<file path="config.mk">
export PLATFORM = sky130hd
export DESIGN_NAME = serial_to_parallel_rx
export DESIGN_NICKNAME = d
export VERILOG_FILES = /design/src/rtl/serial_to_parallel_rx_pkg.sv /design/src/rtl/serial_to_parallel_rx_out_buffer.sv /design/src/rtl/serial_to_parallel_rx.sv
export SDC_FILE = /design/constraint.sdc
export NUM_CORES = 1
export LEC_CHECK = 0
export ABC_AREA = 1
export ABC_CLOCK_PERIOD_IN_PS = 1100
export CORE_UTILIZATION = 40
export DETAILED_ROUTE_END_ITERATION = 8
export GPL_TIMING_DRIVEN = 0
export HOLD_SLACK_MARGIN = 0.12
export PLACE_DENSITY = 0.7
export SLEW_MARGIN = 20
export SYNTH_ARGS = -nofsm -noshare
export SYNTH_HDL_FRONTEND = slang
export SYNTH_SLANG_ARGS = --single-unit
</file>
<file path="constraint.sdc">
create_clock -name clk -period 1.1 [get_ports clk]
set_clock_uncertainty 0.1 [all_clocks]
set_input_delay 0.22 -clock clk [delete_from_list [all_inputs] [get_ports clk]]
set_output_delay 0.22 -clock clk [all_outputs]
set_load 0.01 [all_outputs]
</file>
<file path="src/rtl/serial_to_parallel_rx_pkg.sv">
// Shared types for the serial link receiver.
// Holds the receive FSM state encoding.
package serial_to_parallel_rx_pkg;

  typedef enum logic {
    ST_IDLE = 1'b0,
    ST_RECV = 1'b1
  } rx_state_e;

endpackage

</file>
<file path="src/rtl/serial_to_parallel_rx_out_buffer.sv">
// Single-entry valid/ready holding register.
// Raises a sticky overrun when a write finds it full.
module rx_out_buffer #(
  parameter int N = 4
) (
  input  logic         clk,
  input  logic         reset_n,
  input  logic         wr_en,
  input  logic [N-1:0] wr_data,
  input  logic         rd_ready,
  input  logic         clr_err,
  output logic [N-1:0] dout,
  output logic         dout_valid,
  output logic         overrun
);

  logic [N-1:0] data_q, data_d;
  logic         valid_q, valid_d;
  logic         ovr_q, ovr_d;

  always_comb begin
    data_d  = data_q;
    valid_d = valid_q;
    ovr_d   = ovr_q;
    if (clr_err) ovr_d = 1'b0;
    if (valid_q && rd_ready) valid_d = 1'b0;
    // a same-cycle read frees the slot for the new word
    if (wr_en) begin
      if (!valid_q || rd_ready) begin
        data_d  = wr_data;
        valid_d = 1'b1;
      end else begin
        ovr_d = 1'b1;
      end
    end
  end

  always_ff @(posedge clk or negedge reset_n) begin
    if (!reset_n) begin
      data_q  <= '0;
      valid_q <= 1'b0;
      ovr_q   <= 1'b0;
    end else begin
      data_q  <= data_d;
      valid_q <= valid_d;
      ovr_q   <= ovr_d;
    end
  end

  assign dout       = data_q;
  assign dout_valid = valid_q;
  assign overrun    = ovr_q;

endmodule

</file>
<file path="src/rtl/serial_to_parallel_rx.sv">
// LSB-first serial word receiver with start framing.
// Completed words go to a single-entry output buffer.
module serial_to_parallel_rx
  import serial_to_parallel_rx_pkg::*;
#(
  parameter int N = 4
) (
  input  logic         clk,
  input  logic         reset_n,
  input  logic         si,
  input  logic         si_en,
  input  logic         start,
  input  logic         rd_ready,
  input  logic         clr_err,
  output logic [N-1:0] dout,
  output logic         dout_valid,
  output logic         busy,
  output logic         overrun,
  output logic         frame_err
);

  localparam int CW = $clog2(N);

  rx_state_e    state_q, state_d;
  logic [N-1:0] shreg_q, shreg_d;
  logic [CW-1:0] cnt_q, cnt_d;
  logic         ferr_q, ferr_d;
  logic [N-1:0] word;
  logic         word_done;
  logic         recv;

  assign recv = (state_q == ST_RECV);
  assign word = {si, shreg_q[N-1:1]};

  always_comb begin
    state_d   = state_q;
    shreg_d   = shreg_q;
    cnt_d     = cnt_q;
    ferr_d    = ferr_q;
    word_done = 1'b0;
    if (clr_err) ferr_d = 1'b0;
    if (si_en) begin
      unique case (1'b1)
        start: begin
          shreg_d = word;
          cnt_d   = CW'(1);
          state_d = ST_RECV;
          if (recv) ferr_d = 1'b1;
        end
        (!start && recv): begin
          shreg_d = word;
          if (cnt_q == CW'(N - 1)) begin
            cnt_d     = '0;
            state_d   = ST_IDLE;
            word_done = 1'b1;
          end else begin
            cnt_d = cnt_q + CW'(1);
          end
        end
        default: ;
      endcase
    end
  end

  always_ff @(posedge clk or negedge reset_n) begin
    if (!reset_n) begin
      state_q <= ST_IDLE;
      shreg_q <= '0;
      cnt_q   <= '0;
      ferr_q  <= 1'b0;
    end else begin
      state_q <= state_d;
      shreg_q <= shreg_d;
      cnt_q   <= cnt_d;
      ferr_q  <= ferr_d;
    end
  end

  rx_out_buffer #(.N(N)) u_out (
    .clk        (clk),
    .reset_n    (reset_n),
    .wr_en      (word_done),
    .wr_data    (word),
    .rd_ready   (rd_ready),
    .clr_err    (clr_err),
    .dout       (dout),
    .dout_valid (dout_valid),
    .overrun    (overrun)
  );

  assign busy      = recv;
  assign frame_err = ferr_q;

endmodule

</file>
==> impl_summary.txt <==
----------------------------------------------------
[Worst setup path]
  Category of the worst setup path launch point ... flop
  R2R Setup Slk ... -0.06 ns
  Crit end category ... flop
  Critical path class ... reg -> reg
  CP Data Arrival Time ... approximately 1.2 ns
  Highest net fanout along the worst path ... 4
  Endpoint required time on the critical path ... about 1.2 ns
  Worst reg2reg path endpoint ... u_out.dout[3]
  Number of cell instances on the worst register-to-register path ... 6
  Startpoint of the worst register-to-register path ... cnt_q[0]

[Logic synthesis]
  Fraction of registers with async set or reset after synthesis ... 100%
  Largest cells by area after synthesis ... sky130_fd_sc_hd__dfrtp_1 (55%), sky130_fd_sc_hd__nand2_1 (12%), sky130_fd_sc_hd__nand3_1 (6.0%)
  Number of distinct library cells after synthesis ... 14
  Top-area cell type share of the netlist area ... between 50% and 60%
  Synthesized flop and latch total ... 13
  Post-synth top flop ... sky130_fd_sc_hd__dfrtp_1
  Synth top cells by count ... sky130_fd_sc_hd__nand2_1 (19), sky130_fd_sc_hd__dfrtp_1 (13), sky130_fd_sc_hd__nand3_1 (7), sky130_fd_sc_hd__inv_1 (5)
  Area leader, netlist ... sky130_fd_sc_hd__dfrtp_1
  Synthesis warning total ... 0
  Mean instance size in the synthesized netlist ... approximately 9.5 sq um
  Mapped Nets ... 70
  Count of flip-flops with a built-in enable after synthesis ... 0
  Mapped cell area ... just under 600 sq um
  Cell with the most instances after synthesis ... sky130_fd_sc_hd__nand2_1
  Fraction of the yosys area taken by sequential cells ... approximately 55%
  Synthesized instance count ... 62

[Clocking]
  Insertion delay to the later sink of the worst-skew pair ... 0.27 ns
  Num CTS Buffers ... 3
  Clock Pin Slew Worst Setup and Hold Paths ... ~0.08 ns
  Clock tree from TritonCTS ... yes
  CTS Buffer Depth ... 2
  Clock root buffer master ... sky130_fd_sc_hd__clkbuf_4
  Number of clock sinks ... 13
  Htree depth ... 1
  Post-CTS Hold Fix Bufs ... 0

[Status]
  Result of the run ... finished with violations
  Failing checks ... setup timing

[Drt]
  Via/cell ratio ... 4.82
  Met1 wire length ... between 500 and 600 um
  Length of routed met3 wiring ... around 50 um
  Antenna viol nets, final ... 0
  Number of remaining DRC errors ... 0
  Detailed-route wire length per cell ... roughly 11 um
  Iteration-0 DRC count of the detailed router ... 2
  Length of routed met2 wiring ... between 500 and 600 um
  Uppermost layer routed ... met4
  DRT Pass-1 Iters ... 2
  Routed Wire Length ... about 1100 um
  Number of vias in the routed layout ... roughly 500

[Worst hold path]
  Classification of the worst-slack hold path ... in -> async

[STA]
  Worst-case headroom to the max-slew limit ... about three fifths
  Setup violators final ... 13
  Min cycle time layout ... ~1.2 ns
  Setup repair after global routing missed its margin ... true
  Worst hold slack after final layout ... around 0.21 ns
  Achievable Freq ... around 860 MHz
  Final hold viol count ... 0
  Final slew viol count ... 0
  Share of the clock period used by the worst path after layout ... 105%
  Post-layout worst setup margin ... -0.0578 ns
  Post-route setup TNS ... -0.299 ns
  Pin slew with the least headroom to its limit ... 0.590 ns

[Die]
  CORE AREA ... between 1000 and 1500 sq um
  Die width ... between 40 and 50 um
  Rows ... 13
  Total die area ... 1630 sq um
  Number of top-level pins ... 15
  Die Height ... about 40 um
  Initial core utilization ... around 44%

[GRT]
  Leftover overflow at the end of global routing ... 0
  First-pass GRT wire length ... 1690 um
  Number of antenna violations at the first check in global routing ... 0
  Overall Global Routing Usage ... 16.3%
  Pin count of the biggest net entering global routing ... 14
  Vias in the first global route ... ~440

[Power and ir drop]
  Worst voltage drop across the vdd grid ... between 1 and 1.5 mV
  Total Power Consumption ... about 1800 uW
  PD cells ... 2310 nW/um^2
  Leakage ... about 0.00042 uW

[Layout]
  Area growth, synth to finish ... 36.0%
  Total inserted antenna cells ... 0
  Design Area, Final ... approximately 800 sq um
  Final #Nets ... 96
  Proportion of layout cells with a drive suffix above 1 ... a little under two fifths

[Placement]
  Port Buf Inserts ... 14
  RePlAce Congestion ... 0.763
  Standard cell area after detailed placement ... ~750 sq um
  DP HPWL ... about 790 um

[Run]
  Reported max-cap violation count ... 0

----------------------------------------------------
==> repair_timing <==
item,in CTS,in global routing
resized for setup,33,5
setup buffers,4,3
pin swaps,2,2
setup endpoints to repair,15,20
==> cells in the final DEF (no fill, tap or decap) <==
cell	count
sky130_fd_sc_hd__nand2_2	5
sky130_fd_sc_hd__inv_2	2
sky130_fd_sc_hd__nor2_2	1
sky130_fd_sc_hd__nand2_1	18
sky130_fd_sc_hd__buf_4	7
sky130_fd_sc_hd__o21ai_1	1
sky130_fd_sc_hd__clkbuf_1	1
sky130_fd_sc_hd__nor2_1	1
sky130_fd_sc_hd__nand3_4	1
sky130_fd_sc_hd__nand3_1	7
sky130_fd_sc_hd__o21ai_2	1
sky130_fd_sc_hd__clkbuf_4	3
sky130_fd_sc_hd__a21oi_2	1
sky130_fd_sc_hd__nand2_4	1
sky130_fd_sc_hd__buf_6	1
sky130_fd_sc_hd__buf_2	7
sky130_fd_sc_hd__inv_1	4
sky130_fd_sc_hd__ha_2	1
sky130_fd_sc_hd__dfrtp_1	13
sky130_fd_sc_hd__clkdlybuf4s50_1	6
sky130_fd_sc_hd__nor2_4	2
sky130_fd_sc_hd__o21ai_0	3
==> cell families after synthesis <==
group / share of synthesized area, %
DFF: 55.3
buffers and inverters: 3.83
adders and majority gates: 2.13
AOI/OAI and AO/OA: 6.38
and+or+nand+nor: 32.3
==> where the power goes <==
group,total (uW),internal [uW],switching [uW],leakage (uW)
Combinational,795,392,403,0.000244
Sequential,757,658,99.3,0.000161
Clock,292,140,151,0.0000150
==> flip-flops by register name, indices dropped and copies added (netlist names) <==
register / count
shreg_q: 3
cnt_q: 2
busy: 1
u_out.overrun: 1
u_out.dout_valid: 1
u_out.dout: 4
frame_err: 1
==> per-stage QoR <==
| step | instances | util, % | worst slack, ns |
|---|---|---|---|
| global route | 102 | 59.9 | -0.118 |
| CTS | 99 | 57.4 | -0.0463 |
| detailed placement | 91 | 56.0 | -0.327 |
| global placement | 91 | 56.0 | -0.319 |
| finish | 102 | 59.9 | -0.0578 |
| floorplan | 62 | - | 0.0149 |
==> per-layer routing <==
| metal | vias to the layer above | global-route usage [%] |
|---|---|---|
| met5 | - | 0 |
| met4 | 0 | 12.5 |
| met3 | 4 | 3.33 |
| met2 | 10 | 27.4 |
| met1 | 230 | 17.8 |
| li1 | 248 | - |
==> how the worst max path moves through the flow <==
stage	from	end	slack [ns]
floorplan	cnt_q[0]	u_out.dout_valid	0.01
global placement	si_en	u_out.dout[2]	-0.32
detailed placement	si_en	u_out.dout[1]	-0.33
CTS	cnt_q[0]	u_out.dout[3]	-0.05
global route	cnt_q[0]	u_out.dout[3]	-0.12
finish	cnt_q[0]	u_out.dout[3]	-0.06
==> critical path: stages, from the launching register on <==
cell and delay (ns):
sky130_fd_sc_hd__dfrtp_1 0.36, sky130_fd_sc_hd__ha_2 0.19, sky130_fd_sc_hd__nand2_2 0.08, sky130_fd_sc_hd__inv_2 0.10, sky130_fd_sc_hd__nand3_4 0.09, sky130_fd_sc_hd__nand2_1 0.07, sky130_fd_sc_hd__nand2_1 0.05
==> layout make-up <==
| cell class | instances | area (sq um) |
|---|---|---|
| fill | 120 | 534 |
| sequential | 13 | 325 |
| multi-input combinational | 43 | 248 |
| timing repair buffer | 21 | 159 |
| clock buffer | 4 | 26.3 |
| inverter | 6 | 22.5 |
| tap | 15 | 18.8 |
No activity file was read; power rests on OpenSTA's default activity.
